## config.mk

```make
export PLATFORM = sky130hd
export DESIGN_NAME = mux2_rr_arbiter
export DESIGN_NICKNAME = d
export VERILOG_FILES = /design/src/rtl/mux2_rr_arbiter.sv
export SDC_FILE = /design/constraint.sdc
export NUM_CORES = 1
export LEC_CHECK = 0
export CORE_MARGIN = 10
export CORE_UTILIZATION = 30
export DETAILED_ROUTE_END_ITERATION = 7
export SLEW_MARGIN = 20
export SYNTH_ARGS = -nofsm -noshare
export SYNTH_HDL_FRONTEND = slang
export SYNTH_SLANG_ARGS = --single-unit
```

## constraint.sdc

```tcl
create_clock -name clk -period 6.6 [get_ports clk]
set_input_delay 1.32 -clock clk [delete_from_list [all_inputs] [get_ports clk]]
set_output_delay 1.32 -clock clk [all_outputs]
set_load 0.05 [all_outputs]
```

## src/rtl/mux2_rr_arbiter.sv

```systemverilog
// mux2_rr_arbiter: two-requester round-robin arbiter driving a registered 2:1 mux.
// The owner FSM (IDLE/OWN0/OWN1) picks the select. Each beat registers the owner's
// data word onto out and pulses out_valid. A hold counter caps consecutive beats
// at MAX_HOLD while the other side is waiting.
// Optional build macro: MUX2_ARB_FIXED_PRIO_EN makes requester 0 the fixed
// high-priority side. Ties go to OWN0, and only OWN1 is ever forced to hand over.
module mux2_rr_arbiter #(
    parameter int WIDTH    = 2,
    parameter int MAX_HOLD = 4
) (
    input  logic             clk,
    input  logic             rst,
    input  logic             req0,
    input  logic             req1,
    input  logic [WIDTH-1:0] d0,
    input  logic [WIDTH-1:0] d1,
    output logic             gnt0,
    output logic             gnt1,
    output logic             sel,
    output logic [WIDTH-1:0] out,
    output logic             out_valid
);

    typedef enum logic [1:0] {
        ST_IDLE = 2'd0,
        ST_OWN0 = 2'd1,
        ST_OWN1 = 2'd2
    } state_t;

    // Last beat index before a forced hand-over. The counter saturates here.
    localparam logic [3:0] HOLD_LAST = 4'(MAX_HOLD - 1);

    state_t             state_q, state_d;
    logic [3:0]         hold_cnt_q, hold_cnt_d;
    logic               last_q, last_d;
    logic [WIDTH-1:0]   out_q, out_d;
    logic               out_valid_q, out_valid_d;
    logic               gnt0_q, gnt0_d;
    logic               gnt1_q, gnt1_d;
    logic               sel_q, sel_d;

    // Owner-relative views, so the OWN0/OWN1 handling is written only once.
    logic               own_id_s;
    logic               own_req_s;
    logic               oth_req_s;
    logic [WIDTH-1:0]   own_data_s;
    state_t             oth_state_s;
    state_t             tie_state_s;
    logic               force_ok_s;

    // Map the current owner onto owner/other signals.
    always_comb begin
        own_id_s    = 1'b0;
        own_req_s   = req0;
        oth_req_s   = req1;
        own_data_s  = d0;
        oth_state_s = ST_OWN1;
        if (state_q == ST_OWN1) begin
            own_id_s    = 1'b1;
            own_req_s   = req1;
            oth_req_s   = req0;
            own_data_s  = d1;
            oth_state_s = ST_OWN0;
        end else begin
            own_id_s    = 1'b0;
            own_req_s   = req0;
            oth_req_s   = req1;
            own_data_s  = d0;
            oth_state_s = ST_OWN1;
        end
    end

`ifdef MUX2_ARB_FIXED_PRIO_EN
    // Fixed priority: requester 0 wins ties and is never forced to hand over.
    always_comb begin
        tie_state_s = ST_OWN0;
        force_ok_s  = own_id_s;
    end
`else
    // Round robin: the tie goes to whoever did not have the last beat.
    always_comb begin
        tie_state_s = last_q ? ST_OWN0 : ST_OWN1;
        force_ok_s  = 1'b1;
    end
`endif

    // Next-state, beat and hold-counter logic.
    always_comb begin
        state_d     = state_q;
        hold_cnt_d  = hold_cnt_q;
        last_d      = last_q;
        out_d       = out_q;
        out_valid_d = 1'b0;
        case (state_q)
            ST_IDLE: begin
                hold_cnt_d = 4'd0;
                if (req0 && req1) begin
                    state_d = tie_state_s;
                end else if (req0) begin
                    state_d = ST_OWN0;
                end else if (req1) begin
                    state_d = ST_OWN1;
                end else begin
                    state_d = ST_IDLE;
                end
            end
            ST_OWN0, ST_OWN1: begin
                if (!own_req_s) begin
                    // The owner let go. Hand over directly, or fall back to idle.
                    hold_cnt_d = 4'd0;
                    state_d    = oth_req_s ? oth_state_s : ST_IDLE;
                end else begin
                    out_d       = own_data_s;
                    out_valid_d = 1'b1;
                    last_d      = own_id_s;
                    if (oth_req_s && force_ok_s && (hold_cnt_q == HOLD_LAST)) begin
                        state_d    = oth_state_s;
                        hold_cnt_d = 4'd0;
                    end else if (hold_cnt_q == HOLD_LAST) begin
                        hold_cnt_d = hold_cnt_q;
                    end else begin
                        hold_cnt_d = hold_cnt_q + 4'd1;
                    end
                end
            end
            default: begin
                state_d    = ST_IDLE;
                hold_cnt_d = 4'd0;
            end
        endcase
    end

    // Grant and select decode from the next state. In idle, sel keeps its last value.
    always_comb begin
        gnt0_d = 1'b0;
        gnt1_d = 1'b0;
        sel_d  = sel_q;
        case (state_d)
            ST_OWN0: begin
                gnt0_d = 1'b1;
                sel_d  = 1'b0;
            end
            ST_OWN1: begin
                gnt1_d = 1'b1;
                sel_d  = 1'b1;
            end
            default: begin
                gnt0_d = 1'b0;
                gnt1_d = 1'b0;
                sel_d  = sel_q;
            end
        endcase
    end

    // State and output registers with immediate clear on reset.
    always_ff @(posedge clk or posedge rst) begin
        if (rst) begin
            state_q     <= ST_IDLE;
            hold_cnt_q  <= 4'd0;
            last_q      <= 1'b1;
            out_q       <= '0;
            out_valid_q <= 1'b0;
            gnt0_q      <= 1'b0;
            gnt1_q      <= 1'b0;
            sel_q       <= 1'b0;
        end else begin
            state_q     <= state_d;
            hold_cnt_q  <= hold_cnt_d;
            last_q      <= last_d;
            out_q       <= out_d;
            out_valid_q <= out_valid_d;
            gnt0_q      <= gnt0_d;
            gnt1_q      <= gnt1_d;
            sel_q       <= sel_d;
        end
    end

    assign gnt0      = gnt0_q;
    assign gnt1      = gnt1_q;
    assign sel       = sel_q;
    assign out       = out_q;
    assign out_valid = out_valid_q;

endmodule

```

# Word-level counts from Yosys, hierarchy flattened

Index checks and enable logic that the tools add are counted.
W data, S select, Z words.

Output and inout port bits: 6
Input port bits: 8
Word-level logic and storage cells: 43
Register bits after elaboration: 13

$add $sub $neg: 1
Reductions and logical operators: 6
Equality and inequality tests: 6
Multiplexer cells: 22

Operators by type and width:

| kind                  | number |
|---|---|
| $mux W2               | 9 |
| $mux W4               | 4 |
| $mux W1               | 7 |
| $add A4 B1 Y4 const B | 1 |
| $eq A2 B1 Y1 const B  | 2 |
| $eq A2 B2 Y1 const B  | 2 |
| $eq A4 B2 Y1 const B  | 1 |
| $ne A4 B4 Y1 const B  | 1 |
| $pmux W2 S2           | 1 |
| $logic_and A1 B1 Y1   | 2 |
| $logic_not A2 Y1      | 1 |
| $pmux W1 S2           | 1 |
| $reduce_and A2 Y1     | 1 |
| $reduce_bool A2 Y1    | 1 |
| $reduce_or A2 Y1      | 1 |

# Depth between registers and ports, before layout

Word-level depth: 8
Depth in mapped cells: 9
Mapped depth without buffers: 8

# Worst setup path after synthesis

Ideal clock, no wire load.

Path kind: input to register
Start: input port req0
End: register sel_q (netlist: sel)
Data required time: 6475 ps
Path buffers: 1
Slack: 3563 ps
Setup time: 125 ps
Arrival: 2912 ps
Stages: 7
Path through: buf_2 -> mux2_1 -> nand2_1 -> or4_1 -> a21o_1 -> ha_1 -> mux2_2

Longest elaborated chain between the ends: 7
Elaborated cells on any way between the ends: 14
Classes of those cells: 2 x eq/ne; 9 x mux; 3 x reduce/logical

Ends and longest elaborated chain:

| what                                                     | line | source |
|---|---|---|
| start: declaration                                       | 13   | `input logic req0,` |
| $mux W1                                                  | 58   | `if (state_q == ST_OWN1) begin` |
| $logic_and A1 B1 Y1                                      | 116  | `if (oth_req_s && force_ok_s && (hold_cnt_q == HOLD_LAST)) begin` |
| $mux W2                                                  | 116  |  |
| $mux W2                                                  | 108  | `if (!own_req_s) begin` |
| $pmux W2 S2 *                                            | 94   | `case (state_q)` |
| $eq A2 B2 Y1 / $eq A2 B1 Y1 (equally long branches)      | 138  | `case (state_d)` |
| $pmux W1 S2 / $reduce_bool A2 Y1 (equally long branches) | n/a  |  |
| end signal: assignment                                   | 174  | `sel_q <= sel_d;` |
| end: declaration                                         | 40   | `logic sel_q, sel_d;` |

Mark *: on every way between the ends. The rest lies on a longest branch, timed or not.
A chain may end at the register's enable or synchronous reset.

# Worst setup path in the final report

Ends and elaborated chain as after synthesis.

==> flow_summary.json <==
{
  "crit_family": "simple AND/OR/NAND/NOR gates",
  "synthTopCellsByCount": "dfrtp_1 (12), nand2_1 (9), a21oi_1 (6), ha_1 (6), nor2_1 (6)",
  "path_depth": 7,
  "async_flop_share_pct": 100,
  "die_x_um": 68.8,
  "critPathMaxFanout": 11,
  "syn-cell-area_um2": 716,
  "synth_fa_ha_area_share_pct": 10.5,
  "utilization_pct": 39.7,
  "cts_resized": 0,
  "cpPeakStageDelay_ns": 0.61,
  "muxShareOfSynthArea_pct": 8.92,
  "finalSetupTns_ns": 0,
  "grt_overflow": 0,
  "synth_edf_count": 0,
  "cp.arrival_ns": 3.71,
  "hold-worst-slack_ns": 0.495,
  "yosysSeqAreaShare_pct": 45.6,
  "relSlewSlack_pct": 66.4,
  "synthXorXnorAreaFrac_pct": 1.22,
  "worstPathCellList": "clkdlybuf4s50_1, mux2_1, nand2_1, or4_1, a21o_1, ha_1, mux2_2",
  "cp-start-kind": "primary input",
  "drt_wl_total_mm": 1.39,
  "coreArea_mm2": 0.00223,
  "remaining_drc_errors": 0,
  "ys_seq_elements": 13,
  "yosysMostFrequentCell": "dfrtp_1",
  "critical_path_class": "in2reg",
  "cts_sinks": 13,
  "nNetsFinal": 101,
  "hold_viol_final": 0,
  "die_area_mm2": 0.00474,
  "maxSlewViolCount": 0,
  "cap_viol_max_count": 0,
  "cts_tree": "built",
  "syn_area_per_cell_um2": 9.94,
  "synth_top_area_share_pct": 42.0,
  "fin_skew_ns": 0.00340,
  "area_growth_pct": 23.8,
  "path_buf_inv": 1,
  "reg2regPathDepth": 8,
  "routabilityCongestion": 0.760,
  "num_vias": 550,
  "layout-drive-gt1-share_pct": 8.14,
  "cts_setup_buffers": 0,
  "routed_via_density": 4.82,
  "clock_path_buffers": 2,
  "endpoint_kind": "register",
  "rsz0062_at_grt": "false",
  "grt_pass1_wl_mm": 2.53,
  "first_iter_violations": 32,
  "postCtsHoldBufs": 0,
  "yosys.area.top_type": "dfrtp_1",
  "ant_nets": 0,
  "hold_path_class": "reg2reg",
  "grt_pass1_vias": 562,
  "syn_inst": 72,
  "grt_start_max_net_pins": 14,
  "die_h_um": 68.8,
  "tightestPinTransition_ns": 0.502,
  "antenna_found_initial": 0,
  "portBuffers": 13,
  "worstHoldPathCells": 2,
  "drt_first_pass_iters": 4,
  "setup_viol": 0,
  "power.density_mw_per_mm2": 440,
  "clk_pin_slew_ns": 0.07,
  "cp.required_ns": 6.76,
  "hpwl_mm": 1.06,
  "n_antenna_cell": 0,
  "yosysWarnings": 0,
  "synth_fp_nets": 86,
  "min_period_ns": 3.55,
  "ir_worst_vdd_mv": 0.226,
  "io_pins": 14,
  "total_power_mw": 0.390,
  "outcome": "finished clean",
  "cts.htree.levels": 1,
  "synthTopCellsByArea": "dfrtp_1 (42%), ha_1 (10%), nand2_1 (4.7%)",
  "p_leak_nw": 0.405,
  "clk-insertion-delay-late_ns": 0.27,
  "max_freq_ghz": 0.282,
  "synthFlopType": "dfrtp_1",
  "crit_slowest_cell": "clkdlybuf4s50_1",
  "synth_compound_area_share_pct": 11.4,
  "initial_utilization_pct": 32.0,
  "synthSimpleGateAreaFrac_pct": 16.8,
  "wl_per_cell_um": 12.2,
  "placementRows": 17,
  "min_period_over_period_pct": 53.8,
  "grtUsageTotal_pct": 7.15,
  "cts_buffers": 3,
  "synth_top_family_by_area": "simple AND/OR/NAND/NOR gates",
  "yosysUniqueCellTypes": 24,
  "cts_root_buf": "clkbuf_4"
}
[cells in the final DEF (no fill, tap or decap)]
master	synthesis	routed
a211oi_1	1	1
a21o_1	1	1
a21oi_1	6	6
clkbuf_1	0	1
clkbuf_4	0	3
clkdlybuf4s50_1	0	13
dfrtp_1	12	12
dfstp_2	1	1
ha_1	6	6
inv_1	5	5
mux2_1	2	2
mux2_2	1	1
mux2i_1	3	3
nand2_1	9	9
nand2b_1	2	2
nand3_1	3	3
nand3b_1	1	1
nor2_1	6	6
nor3b_2	1	1
o21a_1	1	1
o21ai_0	4	4
o311ai_1	1	1
or3b_2	1	1
or4_1	1	1
xor2_1	1	1
[path summary, 6_finish.rpt]
check	from	endpoint	slack [ns]
worst max-delay path	req0	sel	3.05
worst min-delay path	out[1]	out[1]	0.49
worst max register to register	state_q[0]	sel	3.81
worst min register to register	out[1]	out[1]	0.49
max in group asynchronous	rst	last_q	4.89
min in group asynchronous	rst	hold_cnt_q[1]	1.36
[layout make-up]
class                      count  area [um^2]
sequential                    13          327
timing repair buffer          13          130
clock buffer                   4         26.3
fill                         241         1350
multi-input combinational     51          349
inverter                       5         18.8
tap                           28         35.0
[per-layer routing]
layer	track usage (%)	routed length [um]	vias up
met4	5.42	34	0
li1	-	-	273
met2	9.36	555	20
met5	0	0	-
met3	3.54	139	4
met1	8.66	657	253
[sequential cells by signal, summed over array words and instances (netlist names)]
name,cells
sel,1
hold_cnt_q,4
out_valid,1
gnt0,1
state_q,2
out,2
gnt1,1
last_q,1
[worst min-delay path: stages (launching register included)]
cell and delay (ns):
dfrtp_1 0.35, nand2_1 0.05, o21ai_0 0.06
[power by group]
part	leakage [nW]	switching, mW	internal, mW	total, mW
clock	0.0150	0.0237	0.0234	0.0471
sequential	0.168	0.0188	0.110	0.129
combinational	0.222	0.131	0.0833	0.214
[kinds of logic (layout without fill, tap and decap cells)]
group | after synthesis | in the layout
flip-flops | 13 | 13
buffers and inverters | 8 | 22
AO/OA/AOI/OAI | 14 | 14
multiplexers | 6 | 6
adder cells (fa/ha/maj) | 6 | 6
XOR/XNOR | 1 | 1
AND/OR/NAND/NOR | 24 | 24
[per-stage QoR]
step	worst slack, ns	instances	cell area [um^2]
after CTS	3.06	114	886
after detailed placement	2.76	110	860
after global placement	2.83	110	860
final	3.05	114	886
after global routing	2.94	114	886
after floorplan	3.56	72	716
(Power assumes the default switching activity.)
==> edit 1, RTL diff (config.mk and constraints unchanged) <==
The option `MUX2_ARB_FIXED_PRIO_EN` is turned on by a define.
--- a/src/rtl/mux2_rr_arbiter.sv
+++ b/src/rtl/mux2_rr_arbiter.sv
@@ -4,6 +4,8 @@
 // at MAX_HOLD while the other side is waiting.
 // Optional build macro: MUX2_ARB_FIXED_PRIO_EN makes requester 0 the fixed
 // high-priority side. Ties go to OWN0, and only OWN1 is ever forced to hand over.
+`define MUX2_ARB_FIXED_PRIO_EN
+
 module mux2_rr_arbiter #(
     parameter int WIDTH    = 2,
     parameter int MAX_HOLD = 4
Formal check against the unedited RTL: not equivalent (a bounded check fails within 10 cycles, from zero or initial values and one cycle with rst high).
==> edit 1 against the unedited design <==
Power fell by 2.7%; sequential cell count down 1; cell area rose by 1.8%; critical endpoint unchanged; count of clock-buffer cells in the layout stayed put; highest routed layer unchanged; area after synthesis shrank 0.87%; critical path depth down 1; routed wire length increased by 0.58%; worst setup slack better by 550 ps; hold slack improved by 21 ps; register-to-register slack improved by 500 ps; synthesized cell count down 5.6%.
==> edit 1: results (changes against the unedited design) <==
layout:
  final_cells: 111  # was 114
  layout-drive-gt1-share: 0.09639  # was 0.08140
  max_flop_register: "hold_cnt_q"  # unchanged
  nFillCells: 233  # was 241
  register_area_um2: 300.3  # was 326.6 um^2
  nets: 99  # was 101
yosys:
  syn_area_per_cell_um2: 10.43  # was 9.940 um^2
  synth_nets: 83  # was 86
  synth_compound_area_frac: 0.1728  # was 0.1136
  synthDistinctLibCells: 23  # was 24
  synth_xor_area_frac: 0.01235  # was 0.01224
  seq_area_frac_synth: 0.4233  # was 0.4563
  synth_area_leaders: "dfrtp_1 42%, ha_1 12%, mux2i_1 5.6%"  # was dfrtp_1 42%, ha_1 10%, nand2_1 4.7%
  synth.area.mux_share: 0.1041  # was 0.08916
  synth_commonest_cells: "12 x dfrtp_1, 7 x ha_1, 5 x a21oi_1, 5 x inv_1, 5 x nand3_1"  # was 12 x dfrtp_1, 9 x nand2_1, 6 x a21oi_1, 6 x ha_1, 6 x nor2_1
  synth_adder_area_share: 0.1235  # was 0.1049
  synth_edf_count: 0  # unchanged
power:
  peakVddDrop_v: 0.0001947  # was 0.0002258 V
  switching_share: 0.4538  # was 0.4449
  clk-power_w: 0.0000601  # was 0.0000471 W
  p_leak_nw: 0.3844  # was 0.4047 nW
  power_frac_comb: 0.540  # was 0.549
  comb_power_w: 0.000205  # was 0.000214 W
route:
  avgViaCountPerCell: 4.874  # was 4.825
  wl_met2_um: 575  # was 555 um
  routed.top_layer: "met4"  # unchanged
  wl_per_cell_um: 12.57  # was 12.17 um
  drtIter0Drc: 12  # was 32
  wl_met1_um: 674  # was 657 um
  wl_met3_um: 116  # was 139 um
timing:
  skew_ps: 1.794  # was 3.397 ps
  worst_pin_slew_ps: 518.2  # was 501.8 ps
  hold_viol: 0  # unchanged
grt:
  gr-usage-all-layers: 0.06592  # was 0.07145
  grt_pass1_vias: 556  # was 562
  use_met1: 0.07542  # was 0.08659
  grt_pass1_wl_mm: 2.339  # was 2.525 mm
  use_met2: 0.09562  # was 0.09361
  grt_max_degree: 13  # was 14
  grt_use_met3: 0.03060  # was 0.03543
critical_path:
  critPathArrivalTime_ps: 3160  # was 3710 ps
  path_max_fanout: 8  # was 11
  crit_path_max_incr_delay_ps: 590  # was 610 ps
  cpLargestDelayFamily: "buffers and inverters"  # was simple AND/OR/NAND/NOR gates
clock_tree:
  root_buffer: "clkbuf_4"  # unchanged
  cts_buffer_depth: 2  # unchanged
  path_clk_slew_ps: 80
  insertion_delay_ps: 280
placement:
  place_hpwl_mm: 1.096  # was 1.059 mm
  placed_area_um2: 865.8  # was 859.6 um^2
  post-place-ws_ps: 3306  # was 2760 ps
  globalplace.congestion: 0.7282  # was 0.7595
run_status:
  status: "finished, final reports clean"  # unchanged
[edit 1: logic make-up after synthesis]
family / count (synthesis)
AO/OA/AOI/OAI: 18
XOR/XNOR: 1
adder cells (fa/ha/maj): 7
buffers and inverters: 7
flip-flops: 12
multiplexers: 7
AND/OR/NAND/NOR: 16
[edit 1: worst paths after layout]
kind / from / endpoint / slack [ps] / depth (start not counted)
setup / recovery: req0 / sel / 3600 / 6
hold reg to reg: sel / sel / 520 / 1
max in group asynchronous: rst / gnt0 / 4930 / 2
min in group asynchronous: rst / out[0] / 1350 / 2
hold / removal: sel / sel / 520 / 1
setup reg to reg: hold_cnt_q[0] / sel / 4310 / 6
[edit 1: final cells by class]
type / count / area share
multi-input cells: 49 / 0.4230
flip-flops and latches: 12 / 0.3329
repair buffers: 13 / 0.1442
clock buffers: 4 / 0.04022
well taps: 28 / 0.03883
inverters: 5 / 0.02080
==> edit 2, RTL diff (same settings) <==
Made on the original files. Make the reset (`rst`) synchronous in one clocked block.
--- a/src/rtl/mux2_rr_arbiter.sv
+++ b/src/rtl/mux2_rr_arbiter.sv
@@ -153,7 +153,7 @@
     end
 
     // State and output registers with immediate clear on reset.
-    always_ff @(posedge clk or posedge rst) begin
+    always_ff @(posedge clk) begin
         if (rst) begin
             state_q     <= ST_IDLE;
             hold_cnt_q  <= 4'd0;
Formal check against the unedited RTL: differs if rst is asserted again (counterexample within 4 cycles, from zero or initial values and one cycle with rst high); with rst held inactive, the same outputs for 10 cycles.
==> edit 2 against the unedited design <==
Final cell count increased by 8.8%; area after synthesis is 2.3% higher; utilization rose by 0.083 points; count of clock-buffer cells in the layout fell by 1; critical endpoint is now sel; worst setup slack better by 560 ps; cell area increased by 2.1%; routed wire length is 12% higher; sequential cell count unchanged; synthesized cell count is 14% higher; critical path type unchanged; global-route usage down 0.78 points.
Power is not compared: it rests on default switching activity, and its combinational part moved more than twofold at a synthesized area within 25%.
==> edit 2: results (changes against the unedited design) <==
clock_tree:
  root_buffer: "clkbuf_4"  # unchanged
  path_clk_slew_ps: 80
  htreeDepth: 1  # unchanged
  insertion_delay_ps: 270  # about the same
  cts_buffer_depth: 2  # unchanged
  cts_buffers: 3  # unchanged
route:
  drtIter0Drc: 31  # was 32
  wl_per_cell_um: 12.53  # was 12.17 um
  dr_total_vias: 593  # was 550
  avgViaCountPerCell: 4.782  # was 4.825
grt:
  grt_pass1_wl_mm: 2.587  # was 2.525 mm
  grt_max_degree: 11  # was 14
  grt_pass1_vias: 601  # was 562
  gr-usage-all-layers: 0.06363  # was 0.07145
  antenna_found_initial: 0  # unchanged
layout:
  max_flop_register: "hold_cnt_q"  # unchanged
  nFillCells: 239  # was 241
  antennaDiodeCount: 0  # unchanged
  multi_input_area_um2: 429.2  # was 349.1 um^2
  layout-drive-gt1-share: 0.08333  # was 0.08140
  nets: 111  # was 101
placement:
  placed_cells: 120  # was 110
  post-place-ws_ps: 3324  # was 2760 ps
  placed_area_um2: 877.1  # was 859.6 um^2
  globalplace.congestion: 0.7965  # was 0.7595
  place_hpwl_mm: 1.180  # was 1.059 mm
yosys:
  synthCells: 82  # was 72
  seq_area_frac_synth: 0.3556  # was 0.4563
  synth_xor_area_frac: 0.02393  # was 0.01224
  synthDistinctLibCells: 29  # was 24
  synthArstFlopShare: 0  # was 1.000
  synth.area.mux_share: 0.09744  # was 0.08916
  synth_commonest_cells: "13 x dfxtp_1, 9 x nor2_1, 8 x nand2_1"  # was 12 x dfrtp_1, 9 x nand2_1, 6 x a21oi_1, 6 x ha_1, 6 x nor2_1
  synth_compound_area_frac: 0.1419  # was 0.1136
  synth_adder_area_share: 0.1026  # was 0.1049
  synth_nets: 96  # was 86
  synth-main-ff-cell: "dfxtp_1"  # was dfrtp_1
  synth_area_leaders: "dfxtp_1 36%, ha_1 10%, mux2i_1 8.2%"  # was dfrtp_1 42%, ha_1 10%, nand2_1 4.7%
critical_path:
  path_max_fanout: 8  # was 11
  critPathArrivalTime_ps: 3140  # was 3710 ps
timing:
  skew_ps: 8.841  # was 3.397 ps
  slew_headroom: 0.6593  # was 0.6644
power:
  internal-power_w: 0.0001359
  peakVddDrop_v: 0.0001176
run_status:
  status: "finished, final reports clean"  # unchanged
==> edit 2: changes by cell type in the layout (fill, tap and decap cells not counted), sizes merged, moves of 4 or more <==
cell / before / now
dfxtp: 0 / 13
dfrtp: 12 / 0
nor2b: 0 / 5
a21oi: 6 / 2
nor2: 6 / 10
==> edit 2: cells by family after synthesis <==
kind of cell / Yosys count
XOR/XNOR: 2
multiplexers: 7
flip-flops: 13
AND/OR/NAND/NOR: 33
adder cells (fa/ha/maj): 6
buffers and inverters: 9
AO/OA/AOI/OAI: 12
==> edit 2: critical path, cell delays in order <==
cell	delay [ps]
clkdlybuf4s50_1	610
mux2i_1	210
o221ai_1	300
o311ai_4	160
ha_1	310
mux2i_1	170
nor2_1	50
==> edit 2: area by class of cell <==
class                      count  share of cell area
clock buffer                   3             0.02490
clock inverter                 1            0.005533
inverter                       6             0.02490
multi-input combinational     60              0.4744
sequential                    13              0.2877
tap                           28             0.03873
timing repair buffer          13              0.1438
==> edit 2: worst paths after layout <==
check,from,to,slack (ps),depth (start not counted)
setup / recovery,req0,sel,3610,7
hold / removal,out[1],out[1],510,2
setup reg to reg,hold_cnt_q[0],sel,4280,8
hold reg to reg,out[1],out[1],510,2
==> edit 2: power groups by stage <==
stage                     combinational, W  sequential (W)  clock [W]
after detailed placement         0.0000692       0.0000905          0
after global routing             0.0000775       0.0000894  0.0000535
after CTS                        0.0000697       0.0000888  0.0000509
after global placement           0.0000687       0.0000904          0
final                            0.0000694       0.0000888  0.0000479
after floorplan                  0.0000382        0.000102          0
==> edit 2: layer usage <==
layer,part of all wire,track usage,routed length (um)
met1,0.55,0.08526,854
met5,0,0,0
met4,0.012,0.04656,18
met3,0.066,0.02425,102
met2,0.37,0.07762,579
